<file path="config.mk">
export PLATFORM = sky130hd
export DESIGN_NAME = prog_loader
export DESIGN_NICKNAME = d
export VERILOG_FILES = /design/src/rtl/prog_loader_pkg.sv /design/src/rtl/opcode_check.sv /design/src/rtl/prog_loader.sv
export SDC_FILE = /design/constraint.sdc
export NUM_CORES = 1
export LEC_CHECK = 0
export CORE_MARGIN = 5
export CORE_UTILIZATION = 47
export DETAILED_ROUTE_END_ITERATION = 7
export PLACE_DENSITY = 0.76
export SETUP_SLACK_MARGIN = 0.1
export SYNTH_ARGS = -nofsm -noshare
export SYNTH_HDL_FRONTEND = slang
export SYNTH_SLANG_ARGS = --single-unit
</file>
<file path="constraint.sdc">
create_clock -name clk -period 2 [get_ports clk]
set_clock_uncertainty 0.05 [all_clocks]
set_input_delay 0.2 -clock clk [delete_from_list [all_inputs] [get_ports clk]]
set_output_delay 0.2 -clock clk [all_outputs]
set_load 0.02 [all_outputs]
</file>
<file path="src/rtl/prog_loader_pkg.sv">
// prog_loader_pkg: definitions shared by the program loader, its opcode
// checker and the core's decode blocks (imm_gen, control unit).
//   - RV32 base opcode constants for the instruction classes the core runs
//   - loader FSM state encoding
//   - err_code values reported by the loader
package prog_loader_pkg;

    localparam logic [6:0] OP_LOAD   = 7'b0000011;
    localparam logic [6:0] OP_STORE  = 7'b0100011;
    localparam logic [6:0] OP_IMM    = 7'b0010011;
    localparam logic [6:0] OP_BRANCH = 7'b1100011;
    localparam logic [6:0] OP_RTYPE  = 7'b0110011;

    typedef enum logic [2:0] {
        ST_IDLE  = 3'd0,
        ST_LEN0  = 3'd1,
        ST_LEN1  = 3'd2,
        ST_DATA  = 3'd3,
        ST_WRITE = 3'd4,
        ST_DONE  = 3'd5,
        ST_ERR   = 3'd6
    } state_t;

    typedef enum logic [1:0] {
        ERR_NONE   = 2'b00,
        ERR_LEN    = 2'b01,
        ERR_OPCODE = 2'b10
    } err_code_t;

endpackage

</file>
<file path="src/rtl/opcode_check.sv">
// opcode_check: combinational legality test for an assembled instruction.
// Ports:
//   instr  in  32  instruction word
//   legal  out  1  high when instr[6:0] is one of the opcodes the core executes
module opcode_check
    import prog_loader_pkg::*;
(
    input  logic [31:0] instr,
    output logic        legal
);

    logic [6:0] opcode;
    logic       unused_bits;

    assign opcode = instr[6:0];

    // Only the opcode field decides legality; the rest of the word is
    // deliberately ignored.
    assign unused_bits = ^instr[31:7];

    assign legal = opcode inside {OP_LOAD, OP_STORE, OP_IMM, OP_BRANCH, OP_RTYPE};

endmodule

</file>
<file path="src/rtl/prog_loader.sv">
// prog_loader: receives a program as a byte stream, assembles 32-bit words,
// checks each opcode and writes the words into instruction memory while
// holding the multicycle core in reset.
// Stream: 16-bit little-endian word count N, then N little-endian words.
// Ports:
//   clk, rst_n            clock, asynchronous active-low reset
//   start                 begin a load (sampled in IDLE, DONE, ERR)
//   rx_data/rx_valid      incoming byte and its valid
//   rx_ready              loader accepts a byte this cycle
//   mem_we/addr/wdata     one-cycle instruction-memory write port
//   cpu_hold              core held in reset until the program is complete
//   done/err/err_code     completion / abort status levels
module prog_loader
    import prog_loader_pkg::*;
#(
    parameter int DEPTH_WORDS = 256,
    parameter int ADDR_W      = 10
) (
    input  logic              clk,
    input  logic              rst_n,
    input  logic              start,
    input  logic [7:0]        rx_data,
    input  logic              rx_valid,
    output logic              rx_ready,
    output logic              mem_we,
    output logic [ADDR_W-1:0] mem_addr,
    output logic [31:0]       mem_wdata,
    output logic              cpu_hold,
    output logic              done,
    output logic              err,
    output logic [1:0]        err_code
);

    // Wide enough to hold DEPTH_WORDS itself so the index never wraps.
    localparam int IDX_W = $clog2(DEPTH_WORDS + 1);

    state_t           state_q, state_d;
    logic [IDX_W-1:0] index_q;
    logic [1:0]       byte_cnt_q;
    logic [15:0]      count_q;
    logic [31:0]      word_q;
    err_code_t        err_code_q;

    logic             opcode_legal;
    logic [15:0]      len_full;
    logic             last_word;

    // Control strobes from the FSM to the datapath registers.
    logic             begin_load;
    logic             cap_len_lo;
    logic             cap_len_hi;
    logic             cap_byte;
    logic             advance;
    logic             set_len_err;
    logic             set_op_err;

    opcode_check u_opcode_check (
        .instr (word_q),
        .legal (opcode_legal)
    );

    // Full count as it will be once the high byte currently on rx_data lands.
    assign len_full  = {rx_data, count_q[7:0]};
    assign last_word = (16'(index_q) + 16'd1) == count_q;

    // State register
    // NOTE: sequential state uses non-blocking assignments so every register
    // samples pre-edge values, independent of block ordering.
    always_ff @(posedge clk or negedge rst_n) begin
        if (!rst_n) begin
            state_q <= ST_IDLE;
        end else begin
            state_q <= state_d;
        end
    end

    // Next-state and output decode
    // NOTE: every signal driven here gets a default first, so no path can
    // leave one unassigned and infer a latch.
    always_comb begin
        state_d     = state_q;
        rx_ready    = 1'b0;
        mem_we      = 1'b0;
        begin_load  = 1'b0;
        cap_len_lo  = 1'b0;
        cap_len_hi  = 1'b0;
        cap_byte    = 1'b0;
        advance     = 1'b0;
        set_len_err = 1'b0;
        set_op_err  = 1'b0;

        case (state_q)
            ST_IDLE: begin
                if (start) begin
                    begin_load = 1'b1;
                    state_d    = ST_LEN0;
                end
            end
            ST_LEN0: begin
                rx_ready = 1'b1;
                if (rx_valid) begin
                    cap_len_lo = 1'b1;
                    state_d    = ST_LEN1;
                end
            end
            ST_LEN1: begin
                rx_ready = 1'b1;
                if (rx_valid) begin
                    cap_len_hi = 1'b1;
                    if (len_full == 16'd0) begin
                        state_d = ST_DONE;
                    end else if (int'(len_full) > DEPTH_WORDS) begin
                        set_len_err = 1'b1;
                        state_d     = ST_ERR;
                    end else begin
                        state_d = ST_DATA;
                    end
                end
            end
            ST_DATA: begin
                rx_ready = 1'b1;
                if (rx_valid) begin
                    cap_byte = 1'b1;
                    if (byte_cnt_q == 2'd3) begin
                        state_d = ST_WRITE;
                    end
                end
            end
            ST_WRITE: begin
                if (opcode_legal) begin
                    mem_we  = 1'b1;
                    advance = 1'b1;
                    state_d = last_word ? ST_DONE : ST_DATA;
                end else begin
                    set_op_err = 1'b1;
                    state_d    = ST_ERR;
                end
            end
            ST_DONE, ST_ERR: begin
                if (start) begin
                    begin_load = 1'b1;
                    state_d    = ST_LEN0;
                end
            end
            default: state_d = ST_IDLE;
        endcase
    end

    // Datapath registers
    always_ff @(posedge clk or negedge rst_n) begin
        if (!rst_n) begin
            index_q    <= '0;
            byte_cnt_q <= 2'd0;
            count_q    <= 16'd0;
            word_q     <= 32'd0;
            err_code_q <= ERR_NONE;
        end else begin
            if (begin_load) begin
                index_q    <= '0;
                byte_cnt_q <= 2'd0;
                count_q    <= 16'd0;
                err_code_q <= ERR_NONE;
            end
            if (cap_len_lo) begin
                count_q[7:0] <= rx_data;
            end
            if (cap_len_hi) begin
                count_q[15:8] <= rx_data;
            end
            if (cap_byte) begin
                // Shift right so the first byte of a word ends up in [7:0].
                word_q     <= {rx_data, word_q[31:8]};
                byte_cnt_q <= byte_cnt_q + 2'd1;
            end
            if (advance) begin
                index_q <= index_q + IDX_W'(1);
            end
            if (set_len_err) begin
                err_code_q <= ERR_LEN;
            end
            if (set_op_err) begin
                err_code_q <= ERR_OPCODE;
            end
        end
    end

    assign mem_addr  = ADDR_W'({index_q, 2'b00});
    assign mem_wdata = word_q;
    assign cpu_hold  = (state_q != ST_DONE);
    assign done      = (state_q == ST_DONE);
    assign err       = (state_q == ST_ERR);
    assign err_code  = err_code_q;

endmodule

</file>
# Word-level counts from Yosys, hierarchy flattened
# Cells that the tools add are included.
# totals
register_bits	64
latch_bits	0
ramBits	0
mem_bits_ro	0
out_inout_bits	49
elab_cells	75
n_memories	0
# classes
n_addsub	3
multipliers	0
div	0
order_cmp	1
n_eq_ne	19
shift	0
muxes	34
bitwise_logic	0
reduce_logical	11
# op_table
operator	n
$mux 3	9
$mux 9	2
$eq 10x16->1	1
$gt 16x9->1 const B	1
$logic_not 16->1	1
$mux 16	1
$mux 8	2
$mux 1	15
$pmux 3 s5	1
$eq 7x6->1 const B	2
$add 9x1->10 const B	1
$add 9x1->9 const B	1
$eq 3x3->1 const B	3
$mux 2	4
$ne 2x2->1 const B	4
$reduce_bool 2->1	4
$eq 7x2->1 const B	1
$eq 7x5->1 const B	1
$eq 7x7->1 const B	1
$eq 3x2->1 const B	2
$reduce_or 3->1	2
$reduce_and 5->1	1
$reduce_bool 5->1	1
$eq 3x1->1 const B	1
6 further kinds	6

# Longest topological paths before layout
# Gate-level depths: netlist (run 1).
# depth
ltp_word	7
depth_mapped	8
depth_no_buf	7

# Modules after synthesis
# Synthesis (run 1) repeated with hierarchy kept, for this count alone.
# unflattened
hier_cells	306
hier_area_um2	3120.5
# modules_own_cells
module	n_inst	cells_each	area_per_inst_um2	seq_area_each_um2
prog_loader	1	303	3095.5	1601.5
opcode_check	1	3	25.0	0.0

# Least setup slack after synthesis (run 1)
# Ideal clock, no wire load.
# synth_timing
kind	register to register
start	reg index_q[0]
end	reg state_q[1]
setup_ns	0.143
arrival_time_ns	1.869
t_required_ns	1.807
path_slack_ns	-0.062
path_stages_with_launch	9
path_cell_list	dfrtp_1 > ha_1 > clkbuf_1 > nand2_1 > nor2_1 > xnor2_1 > nand4_1 > a2111oi_0 > a31oi_1
# synth_between
elab_chain_cells	5
# synth_rtl
item	line	rtl
from (decl)	prog_loader.sv:38	logic [IDX_W-1:0] index_q;
from (signal assigned)	prog_loader.sv:176	index_q <= index_q + IDX_W'(1);
$add 9x1->10	prog_loader.sv:64	assign last_word = (16'(index_q) + 16'd1) == count_q;
$eq 10x16->1	prog_loader.sv:64	
$mux 3	prog_loader.sv:133	state_d = last_word ? ST_DONE : ST_DATA;
$mux 3	prog_loader.sv:130	if (opcode_legal) begin
$pmux 3 s5	prog_loader.sv:92	case (state_q)
to (signal assigned)	prog_loader.sv:73	state_q <= state_d;
to (decl)	prog_loader.sv:37	state_t state_q, state_d;
# No other way between the ends.
# A chain may end at the register's enable or synchronous reset.

# Worst setup path in the final report (run 1)
# layout_timing
start	reg count_q[5]
end	reg state_q[2]
# layout_between
elab_chain_cells	5
elab_cells_between_ends	9
classes_between	order compare (1); eq/ne (1); mux (6); reduce/logical (1)
# layout_rtl
item	line	rtl
from (decl)	prog_loader.sv:40	logic [15:0] count_q;
from (signal assigned)	prog_loader.sv:165	count_q[7:0] <= rx_data;
$gt 16x9->1	prog_loader.sv:112	end else if (int'(len_full) > DEPTH_WORDS) begin
$mux 3	prog_loader.sv:112	
$mux 3	prog_loader.sv:110	if (len_full == 16'd0) begin
$mux 3	prog_loader.sv:108	if (rx_valid) begin
$pmux 3 s5 *	prog_loader.sv:92	
# Every way passes the cells marked *; elsewhere a longest branch is shown, timed or not. The select of a mux whose other input is x is not followed.

==> results of run 1 <==
==> worst max-delay path: stages (launching register included) <==
cell and delay, ns:
sky130_fd_sc_hd__dfrtp_1 0.39, sky130_fd_sc_hd__or4_4 0.55, sky130_fd_sc_hd__o21ai_1 0.12, sky130_fd_sc_hd__or4b_4 0.47, sky130_fd_sc_hd__a21oi_2 0.13, sky130_fd_sc_hd__o21ai_1 0.06, sky130_fd_sc_hd__a31o_1 0.19
==> sequential cells by signal, indices dropped and copies added (netlist names) <==
| name | flops |
|---|---|
| count_q | 16 |
| index_q | 9 |
| state_q | 3 |
| err_code | 2 |
| byte_cnt_q | 2 |
| mem_wdata | 32 |
==> area by class of cell <==
type / count / area, µm²
fillers: 534 / 2280
flip-flops and latches: 64 / 1600
multi-input cells: 228 / 1540
repair buffers: 108 / 975
clock buffers: 12 / 155
well taps: 80 / 100
clock inverters: 4 / 76.3
inverters: 9 / 33.8
==> per-layer routing <==
| layer | part of all wire (%) | vias up | routed length (µm) |
|---|---|---|---|
| met5 | 0 | - | 0 |
| met2 | 50 | 70 | 4110 |
| met1 | 44 | 1361 | 3620 |
| met3 | 4.9 | 11 | 406 |
| met4 | 1.7 | 0 | 137 |
| li1 | - | 1330 | - |
==> stage by stage <==
stage,cells,instance area (µm²)
final,505,4480
after detailed placement,487,4170
after global routing,505,4480
after global placement,487,4170
after floorplan,328,3250
after CTS,505,4440
==> worst min path at each step <==
stage	depth (start not counted)	slack, ns	from	to
after global placement	2	0.19	rst_n	index_q[8]$_DFFE_PN0P_
after global routing	3	0.41	rst_n	index_q[6]$_DFFE_PN0P_
after CTS	3	0.35	rst_n	index_q[8]$_DFFE_PN0P_
after detailed placement	2	0.19	rst_n	index_q[8]$_DFFE_PN0P_
after floorplan	0	-0.15	rst_n	byte_cnt_q[0]$_DFFE_PN0P_
final	3	0.32	rst_n	index_q[7]$_DFFE_PN0P_
==> placed cells by master, fill, tap and decap left out, types with 2 or more instances in the layout <==
cell,netlist,final
sky130_fd_sc_hd__or4_4,2,3
sky130_fd_sc_hd__o41ai_1,4,4
sky130_fd_sc_hd__buf_12,0,2
sky130_fd_sc_hd__buf_6,0,2
sky130_fd_sc_hd__a21oi_2,0,2
sky130_fd_sc_hd__conb_1,1,2
sky130_fd_sc_hd__o221a_2,2,2
sky130_fd_sc_hd__mux2_2,32,32
sky130_fd_sc_hd__a21oi_1,7,5
sky130_fd_sc_hd__dfrtp_1,64,64
sky130_fd_sc_hd__xnor2_1,8,8
sky130_fd_sc_hd__clkbuf_8,0,11
sky130_fd_sc_hd__o21ai_0,25,25
sky130_fd_sc_hd__inv_1,9,8
sky130_fd_sc_hd__nor3_1,5,5
sky130_fd_sc_hd__nor2b_1,2,2
sky130_fd_sc_hd__nand4_1,3,3
sky130_fd_sc_hd__or4_1,3,2
sky130_fd_sc_hd__nor2_1,23,23
sky130_fd_sc_hd__xor2_1,5,5
sky130_fd_sc_hd__and3_1,3,3
sky130_fd_sc_hd__nor3b_1,3,3
sky130_fd_sc_hd__nand2_1,47,46
sky130_fd_sc_hd__o21ai_1,11,10
sky130_fd_sc_hd__clkdlybuf4s50_1,0,52
sky130_fd_sc_hd__o22ai_1,2,2
sky130_fd_sc_hd__o31ai_1,3,3
sky130_fd_sc_hd__buf_4,10,46
sky130_fd_sc_hd__dlygate4sd2_1,0,3
sky130_fd_sc_hd__bufinv_16,0,2
sky130_fd_sc_hd__nand3_1,9,8
sky130_fd_sc_hd__a31o_1,2,2
sky130_fd_sc_hd__a31oi_1,3,3
sky130_fd_sc_hd__nand2b_1,5,4
==> cell families after synthesis <==
group / count (synthesis) / share of synthesized area, %
AND/OR/NAND/NOR: 112 / 16.4
AO/OA/AOI/OAI: 67 / 13.3
flip-flops: 64 / 49.4
buffers and inverters: 36 / 5.44
multiplexers: 32 / 11.1
XOR/XNOR: 13 / 3.51
adder cells (fa/ha/maj): 2 / 0.771
other: 1 / 0.116
==> synthesized netlist by cell type (all sizes together) (3+ instances only) <==
cell type and count:
a21oi 7, a31oi 3, and3 3, buf 13
clkbuf 14, dfrtp 64, inv 9, mux2 32
nand2 47, nand2b 5, nand3 9, nand4 3
nor2 23, nor3 5, nor3b 3, o21ai 36
o31ai 3, o41ai 4, or4 5, xnor2 8
xor2 5
==> power by group through the flow <==
stage | combinational [mW] | sequential, mW | clock [mW]
global placement | 2.97 | 2.18 | 0
global route | 3.36 | 2.26 | 1.35
floorplan | 1.36 | 2.50 | 0
detailed placement | 3.04 | 2.20 | 0
CTS | 3.09 | 2.19 | 1.30
finish | 3.12 | 2.19 | 1.29
==> timing repair <==
| action | in CTS | in global routing |
|---|---|---|
| endpoints found under the setup margin | 15 | 7 |
| setup buffers | 1 | 0 |
| cloned | 0 | 0 |
| hold endpoints to repair | 64 | 0 |
| hold buffers | 1 | 0 |
| resized for setup | 18 | 10 |
| pin swaps | 3 | 0 |
==> flow_summary.json, run 1 <==
{
  "dp.final_hpwl_mm": 5.85,
  "slew_viol_final": 0,
  "finalHoldViolCount": 0,
  "synthFlopType": "sky130_fd_sc_hd__dfrtp_1",
  "grt.met1_usage_pct": 26.1,
  "r2r.worst_path.cells": 6,
  "net-switching-power_mw": 2.47,
  "floorplan.die.width_um": 93.1,
  "sequentialPowerShare_pct": 33.2,
  "n_antenna_cell": 0,
  "worst-path-max-fanout": 3,
  "internal_power_mw": 4.13,
  "clk_pin_slew_ns": 0.08,
  "combinationalPowerShare_pct": 47.3,
  "clk_path_buf_depth": 2,
  "synth_cells": 327,
  "cell_taking_the_most_area_after_synthesis": "sky130_fd_sc_hd__dfrtp_1",
  "tritoncts_num_sinks": 64,
  "finalWeightedCongestion": 0.914,
  "worstReg2RegEnd": "state_q[2]$_DFFE_PN0P_",
  "met3_layer_usage_reported_by_global_route_pct": 3.70,
  "remaining_overflow_grt": 0,
  "fin_worst_hold_slack_ns": 0.322,
  "setup_repair_after_global_routing_missed_its_margin": "yes",
  "yosys.cell_types.count": 44,
  "seq_area_frac_synth_pct": 49.4,
  "drc": 0,
  "grt_pass1_vias": 2760,
  "power_per_cell_area_nw_per_um2": 1470,
  "core_area_um2": 6760,
  "worst_skew_pair.late_latency_ns": 0.35,
  "area_growth_syn_to_layout_pct": 38.2,
  "tns_ns": -0.119,
  "antenna_violations_before_repair": 0,
  "ir_worst_vdd_v": 0.000941,
  "report.power.total_mw": 6.59,
  "final_net_count": 434,
  "final_period_minus_worst_setup_slack_ns": 2.07,
  "netSwitchingFraction_pct": 37.4,
  "start_util_pct": 48.0,
  "yosysTopAreaCellShare_pct": 49.4,
  "post-route-period-util_pct": 104,
  "worst_setup_path_endpoint": "state_q[2]$_DFFE_PN0P_",
  "synthTopCellsByArea": "sky130_fd_sc_hd__dfrtp_1 49%, sky130_fd_sc_hd__mux2_2 11%, sky130_fd_sc_hd__nand2_1 5.4%",
  "worstSetupStartpoint": "count_q[5]$_DFFE_PN0P_",
  "floorplan_die_area_um2": 8660,
  "vias": 2772,
  "ratio_of_cells_with_drive_above_1_in_the_final_layout_pct": 27.5,
  "grt_pass1_wl_mm": 13.5,
  "post_drt_via_cell_ratio": 5.49,
  "wire_per_inst_um": 16.4,
  "power_leakage_nw": 1.99,
  "holdCritPathClass": "primary input to asynchronous set/reset pin",
  "yosysWarnings": 0,
  "cts_tree": "done",
  "max_freq_ghz": 0.483,
  "routed_wl_mm": 8.27,
  "required_arrival_time_at_the_worst_endpoint_ns": 2.18,
  "wp_data_arrival_ns": 2.25,
  "finish.utilization_pct": 66.3,
  "dp_slack_ns": -0.116,
  "cts_root_buf": "sky130_fd_sc_hd__clkbuf_8",
  "all_layer_global_routing_usage_pct": 19.7,
  "syn-cell-area_um2": 3240,
  "drt_iter0_markers": 185,
  "crit-reg2reg-launch": "count_q[5]$_DFFE_PN0P_",
  "start_kind": "register",
  "setup_viol": 2,
  "failed_checks": "negative setup slack",
  "synth_enable_flop_cells": 0,
  "power_frac_clock_pct": 19.5,
  "endpoint_kind": "register",
  "r2r_slack_ns": -0.07,
  "placement.io_buffers": 58,
  "chipHeight_um": 93.1,
  "count_of_maximum_capacitance_violations": 0,
  "grt_max_degree": 65,
  "detailedRoute.firstPassIterationCount": 4,
  "cts-buffers-inserted": 9,
  "globalRoute.busiestLayer": "met2",
  "synth_area_per_cell_um2": 9.92,
  "ios": 61,
  "criticalPathCategory": "register to register",
  "status": "complete, but fails checks",
  "ys_async_sr_fraction_pct": 100,
  "rows": 30,
  "cts_htree_levels": 3,
  "antenna_violating_nets_remaining": 0,
  "final_critical_path_setup_slack_ns": -0.0706,
  "yosys_register_bits": 64,
  "gr-usage-met2_pct": 32.0
}
No activity file was read; power rests on OpenSTA's default activity.
==> run 2: changes to the inputs <==
--- a/config.mk
+++ b/config.mk
@@ -5,10 +5,12 @@
 export SDC_FILE = /design/constraint.sdc
 export NUM_CORES = 1
 export LEC_CHECK = 0
+export CELL_PAD_IN_SITES_DETAIL_PLACEMENT = 1
+export CELL_PAD_IN_SITES_GLOBAL_PLACEMENT = 2
 export CORE_MARGIN = 5
-export CORE_UTILIZATION = 47
+export CORE_UTILIZATION = 29
 export DETAILED_ROUTE_END_ITERATION = 7
-export PLACE_DENSITY = 0.76
+export PLACE_DENSITY_LB_ADDON = 0.1
 export SETUP_SLACK_MARGIN = 0.1
 export SYNTH_ARGS = -nofsm -noshare
 export SYNTH_HDL_FRONTEND = slang
==> flow_summary.json, run 2 (synthesis gave the netlist of run 1 again) <==
{
  "worst_skew_pair.late_latency_ns": 0.35,
  "internal_power_mw": 4.03,
  "finalWeightedCongestion": 0.786,
  "final_net_count": 446,
  "r2r_slack_ns": -0.08,
  "antenna_violations_before_repair": 0,
  "floorplan_die_area_um2": 13400,
  "start_util_pct": 29.8,
  "crit-reg2reg-launch": "count_q[5]$_DFFE_PN0P_",
  "grt_pass1_vias": 3042,
  "largest_reg_flops": 32,
  "cts_htree_levels": 3,
  "drt_iter0_markers": 107,
  "holdCritPathClass": "primary input to asynchronous set/reset pin",
  "wp_data_arrival_ns": 2.27,
  "wire_per_inst_um": 16.4,
  "ir_worst_vdd_v": 0.000809,
  "power_per_cell_area_nw_per_um2": 1390,
  "vias": 2779,
  "r2r.worst_path.cells": 6,
  "detailedRoute.firstPassIterationCount": 4,
  "worst-path-max-fanout": 3,
  "count_of_maximum_capacitance_violations": 0,
  "finalHoldViolCount": 0,
  "max_stage_delay_on_crit_path_ns": 0.56,
  "sequentialPowerShare_pct": 32.7,
  "netSwitchingFraction_pct": 38.6,
  "slew_viol_final": 0,
  "all_layer_global_routing_usage_pct": 15.0,
  "power_frac_clock_pct": 17.6,
  "cts_root_buf": "sky130_fd_sc_hd__clkbuf_8",
  "final_critical_path_setup_slack_ns": -0.0840,
  "most_common_library_cell_in_the_layout_ignoring_fill_and_taps": "sky130_fd_sc_hd__dfrtp_1",
  "failed_checks": "negative setup slack",
  "power_leakage_nw": 2.05,
  "post_drt_via_cell_ratio": 4.82,
  "worstReg2RegEnd": "state_q[2]$_DFFE_PN0P_",
  "endpoint_kind": "register",
  "net-switching-power_mw": 2.53,
  "placement.io_buffers": 58,
  "grt_pass1_wl_mm": 15.7,
  "worstMarginPinSlew_ns": 0.524,
  "status": "complete, but fails checks",
  "criticalPathCategory": "register to register",
  "remaining_overflow_grt": 0,
  "final_period_minus_worst_setup_slack_ns": 2.08,
  "dp_slack_ns": -0.173,
  "start_kind": "register",
  "post-route-period-util_pct": 104,
  "cts_tree": "done",
  "max_freq_ghz": 0.480,
  "n_antenna_cell": 0,
  "worstPathCellList": "or4_4 > o21ai_1 > or4b_4 > a21oi_2 > o21ai_1 > a31o_1",
  "combinationalPowerShare_pct": 49.7,
  "worstSetupStartpoint": "count_q[5]$_DFFE_PN0P_",
  "most-common-layout-cells": "63 x sky130_fd_sc_hd__dfrtp_1, 55 x sky130_fd_sc_hd__buf_4, 52 x sky130_fd_sc_hd__clkdlybuf4s50_1",
  "chipHeight_um": 116,
  "drc": 0,
  "ratio_of_cells_with_drive_above_1_in_the_final_layout_pct": 34.3,
  "core_area_um2": 10900,
  "ios": 61,
  "slowest_stage": "sky130_fd_sc_hd__or4_4",
  "dp.final_hpwl_mm": 6.77,
  "area_growth_syn_to_layout_pct": 45.3,
  "antenna_violating_nets_remaining": 0,
  "rows": 38,
  "setup_viol": 2,
  "clk_path_buf_depth": 2,
  "floorplan.die.width_um": 116,
  "tritoncts_num_sinks": 64,
  "grt_max_degree": 65,
  "routed_wl_mm": 9.46,
  "cts-buffers-inserted": 9,
  "clk_pin_slew_ns": 0.08,
  "cp_common_cell": "sky130_fd_sc_hd__o21ai_1",
  "fin_worst_hold_slack_ns": 0.343,
  "slew-limit-headroom_pct": 64.8,
  "required_arrival_time_at_the_worst_endpoint_ns": 2.18,
  "setup_repair_after_global_routing_missed_its_margin": "yes"
}
## run 2: changes by cell type in the layout (fill, tap and decap cells not counted), sizes merged
cell and change:
buf +12, bufinv -1, clkbuf -3, clkinv +2, clkinvlp +1, inv +1
## run 2: how the worst max path moves through the flow
| stage | end | cells past startpoint |
|---|---|---|
| floorplan | state_q[2]$_DFFE_PN0P_ | 6 |
| global placement | state_q[2]$_DFFE_PN0P_ | 7 |
| detailed placement | state_q[1]$_DFFE_PN0P_ | 7 |
| CTS | state_q[2]$_DFFE_PN0P_ | 6 |
| global route | state_q[2]$_DFFE_PN0P_ | 9 |
| finish | state_q[2]$_DFFE_PN0P_ | 6 |
## run 2: stage by stage
step / instance area (µm²) / util (%) / TNS, ns / power (mW) / std cells
CTS: 4640 / 42.7 / -0.124 / 6.61 / 576
finish: 4710 / 43.3 / -0.0976 / 6.57 / 577
floorplan: 3250 / - / 0 / 3.87 / 328
detailed placement: 4290 / 39.4 / -1.13 / 5.34 / 553
global route: 4710 / 43.3 / -0.361 / 7.05 / 577
global placement: 4290 / 39.4 / -0.903 / 5.31 / 553
## run 2: repair_timing
item,CTS,global route
hold buffers,1,0
cloned,0,0
buffers inserted,6,2
endpoints found under the setup margin,18,20
resized for setup,34,22
endpoints found under the hold margin,64,0
pin swaps,11,7
## run 2: power by group through the flow
stage | combinational, mW | clock (mW) | sequential [mW]
finish | 3.26 | 1.16 | 2.15
global route | 3.55 | 1.26 | 2.24
CTS | 3.25 | 1.20 | 2.16
detailed placement | 3.16 | 0 | 2.17
global placement | 3.15 | 0 | 2.15
floorplan | 1.36 | 0 | 2.50
## run 2: worst max-delay path: cells and delay by family (launching register included)
family | cells | cell delay [ns]
and+or+nand+nor | 2 | 1.02
AOI/OAI and AO/OA | 4 | 0.49
DFF | 1 | 0.39
## run 2: layer usage
layer  global-route usage [%]  vias up  routed length [µm]
met4                     4.87        0                 115
li1                         -     1345                   -
met5                        0        -                   0
met1                     19.4     1381                4250
met3                     4.60        7                 495
met2                     24.2       46                4600
## run 2: final cells by class
class | count | area [µm²]
Clock inverter | 7 | 80.1
Clock buffer | 9 | 124
Inverter | 9 | 33.8
Fill cell | 1243 | 6180
Timing Repair Buffer | 120 | 1080
Tap cell | 140 | 175
Multi-Input combinational cell | 228 | 1620
Sequential cell | 64 | 1600
==> run 3: changes to the inputs <==
--- a/config.mk
+++ b/config.mk
@@ -9,7 +9,9 @@
 export CELL_PAD_IN_SITES_GLOBAL_PLACEMENT = 2
 export CORE_MARGIN = 5
 export CORE_UTILIZATION = 29
+export CTS_CLUSTER_DIAMETER = 150
 export DETAILED_ROUTE_END_ITERATION = 7
+export GPL_TIMING_DRIVEN = 0
 export PLACE_DENSITY_LB_ADDON = 0.1
 export SETUP_SLACK_MARGIN = 0.1
 export SYNTH_ARGS = -nofsm -noshare
==> flow_summary.json, run 3 (synthesis gave the netlist of run 1 again) <==
{
  "routed_wl_mm": 9.85,
  "setup_viol": 2,
  "ios": 61,
  "rows": 38,
  "cts_htree_levels": 3,
  "fill_cells": 1200,
  "start_util_pct": 29.8,
  "remaining_overflow_grt": 0,
  "vias": 2776,
  "max_freq_ghz": 0.475,
  "grt_pass1_vias": 3064,
  "slew_viol_final": 0,
  "power_leakage_nw": 1.98,
  "cts_tree": "done",
  "grt_max_degree": 65,
  "floorplan.die.width_um": 116,
  "final_net_count": 424,
  "antenna_violations_before_repair": 0,
  "worstMarginPinSlew_ns": 0.871,
  "wp_data_arrival_ns": 2.30,
  "floorplan_die_area_um2": 13400,
  "holdCritPathClass": "primary input to asynchronous set/reset pin",
  "combinationalPowerShare_pct": 47.1,
  "chipHeight_um": 116,
  "setup_repair_after_global_routing_missed_its_margin": "yes",
  "finalWeightedCongestion": 0.820,
  "netSwitchingFraction_pct": 38.4,
  "final_critical_path_setup_slack_ns": -0.104,
  "r2r_slack_ns": -0.10,
  "tns_ns": -0.161,
  "internal_power_mw": 4.14,
  "gr-usage-met2_pct": 25.9,
  "required_arrival_time_at_the_worst_endpoint_ns": 2.19,
  "ratio_of_cells_with_drive_above_1_in_the_final_layout_pct": 29.2,
  "area_growth_syn_to_layout_pct": 39.4,
  "wire_per_inst_um": 17.7,
  "met3_layer_usage_reported_by_global_route_pct": 4.60,
  "most_common_library_cell_in_the_layout_ignoring_fill_and_taps": "sky130_fd_sc_hd__dfrtp_1",
  "most-common-layout-cells": "60 x sky130_fd_sc_hd__dfrtp_1, 52 x sky130_fd_sc_hd__clkdlybuf4s50_1, 45 x sky130_fd_sc_hd__nand2_1",
  "grt_pass1_wl_mm": 16.3,
  "failed_checks": "negative setup slack",
  "n_antenna_cell": 0,
  "antenna_violating_nets_remaining": 0,
  "power_per_cell_area_nw_per_um2": 1490,
  "cts_root_buf": "sky130_fd_sc_hd__clkbuf_8",
  "clk_pin_slew_ns": 0.08,
  "globalRoute.busiestLayer": "met2",
  "count_of_maximum_capacitance_violations": 0,
  "worst_skew_pair.late_latency_ns": 0.35,
  "drc": 0,
  "post-route-period-util_pct": 105,
  "worst-path-max-fanout": 3,
  "net-switching-power_mw": 2.59,
  "largest_reg_flops": 32,
  "final_period_minus_worst_setup_slack_ns": 2.10,
  "all_layer_global_routing_usage_pct": 15.7,
  "cts-buffers-inserted": 9,
  "start_kind": "register",
  "endpoint_kind": "register",
  "finalHoldViolCount": 0,
  "grt.met1_usage_pct": 20.1,
  "detailedRoute.firstPassIterationCount": 4,
  "core_area_um2": 10900,
  "area_of_the_multi_input_gates_um2": 1610,
  "slew-limit-headroom_pct": 41.9,
  "ir_worst_vdd_v": 0.000687,
  "criticalPathCategory": "register to register",
  "finish.utilization_pct": 41.5,
  "power_frac_clock_pct": 20.9,
  "placement.io_buffers": 58,
  "clk_path_buf_depth": 2,
  "drt_iter0_markers": 117,
  "post_drt_via_cell_ratio": 5.00,
  "status": "complete, but fails checks",
  "sequentialPowerShare_pct": 32.1,
  "tritoncts_num_sinks": 64,
  "dp.final_hpwl_mm": 6.70,
  "seqCellArea_um2": 1610
}
run 3: changes by cell type in the layout (fill, tap and decap cells not counted), moves of 3 or more:
cell / delta
sky130_fd_sc_hd__o21ai_2: -6
sky130_fd_sc_hd__clkinv_4: -3
sky130_fd_sc_hd__buf_6: -4
sky130_fd_sc_hd__clkbuf_2: +6
sky130_fd_sc_hd__clkbuf_4: +3
sky130_fd_sc_hd__o21ai_1: +5
sky130_fd_sc_hd__dfrtp_2: +3
sky130_fd_sc_hd__dfrtp_1: -3
sky130_fd_sc_hd__buf_4: -29
run 3: path summary, 6_finish.rpt:
path,from,endpoint,cells past startpoint
setup / recovery,count_q[5]$_DFFE_PN0P_,state_q[2]$_DFFE_PN0P_,6
hold / removal,rst_n,index_q[6]$_DFFE_PN0P_,2
setup reg to reg,count_q[5]$_DFFE_PN0P_,state_q[2]$_DFFE_PN0P_,6
hold reg to reg,byte_cnt_q[0]$_DFFE_PN0P_,byte_cnt_q[0]$_DFFE_PN0P_,1
max in group asynchronous,rst_n,index_q[4]$_DFFE_PN0P_,2
min in group clk,byte_cnt_q[0]$_DFFE_PN0P_,byte_cnt_q[0]$_DFFE_PN0P_,1
run 3: final cells by class:
type                    count  area share [%]
plain buffers              26            3.90
clock buffers              10            2.82
multi-input cells         228            35.6
flip-flops and latches     64            35.5
inverters                   9           0.748
well taps                 140            3.88
repair buffers             72            15.0
clock inverters             6            2.55
run 3: power by group through the flow:
stage                     Clock [mW]  Combinational [mW]  Sequential, mW
after floorplan                    0                1.36            2.50
after global placement             0                2.89            2.19
after detailed placement           0                2.89            2.20
after CTS                       1.45                3.10            2.16
after global routing            1.51                3.45            2.23
final                           1.40                3.17            2.16
run 3: repair_timing:
action                                 in CTS  in global routing
resized for setup                          41                 24
setup buffers                              11                  2
endpoints found under the hold margin      64                  0
pin swaps                                   3                  2
hold buffers                                1                  0
setup endpoints to repair                  64                 32
run 3: metal layers:
layer  up-vias  part of all wire [%]  wire length (µm)
met2        61                    48              4750
met4         0                   1.2               117
met1      1393                    45              4430
li1       1313                     -                 -
met3         9                   5.6               553
met5         -                     0                 0
run 3: per-stage QoR:
step | cell area (µm²) | worst slack (ns) | hold slack, ns | instances | power (mW)
2_1_floorplan | 3250 | 0.00874 | -0.146 | 328 | 3.87
3_3_place_gp | 4010 | -1.65 | 0.439 | 526 | 5.08
3_5_place_dp | 4000 | -0.540 | 0.321 | 526 | 5.09
4_1_cts | 4410 | -0.0983 | 0.459 | 553 | 6.71
5_1_grt | 4520 | -0.174 | 0.488 | 555 | 7.19
6_report | 4520 | -0.104 | 0.414 | 555 | 6.73
run 3: worst max-delay path: stages (launching register included):
cell,delay (ns)
sky130_fd_sc_hd__dfrtp_1,0.38
sky130_fd_sc_hd__or4_4,0.57
sky130_fd_sc_hd__o21ai_2,0.14
sky130_fd_sc_hd__or4b_4,0.47
sky130_fd_sc_hd__a21oi_2,0.13
sky130_fd_sc_hd__o21ai_1,0.07
sky130_fd_sc_hd__a31o_1,0.19
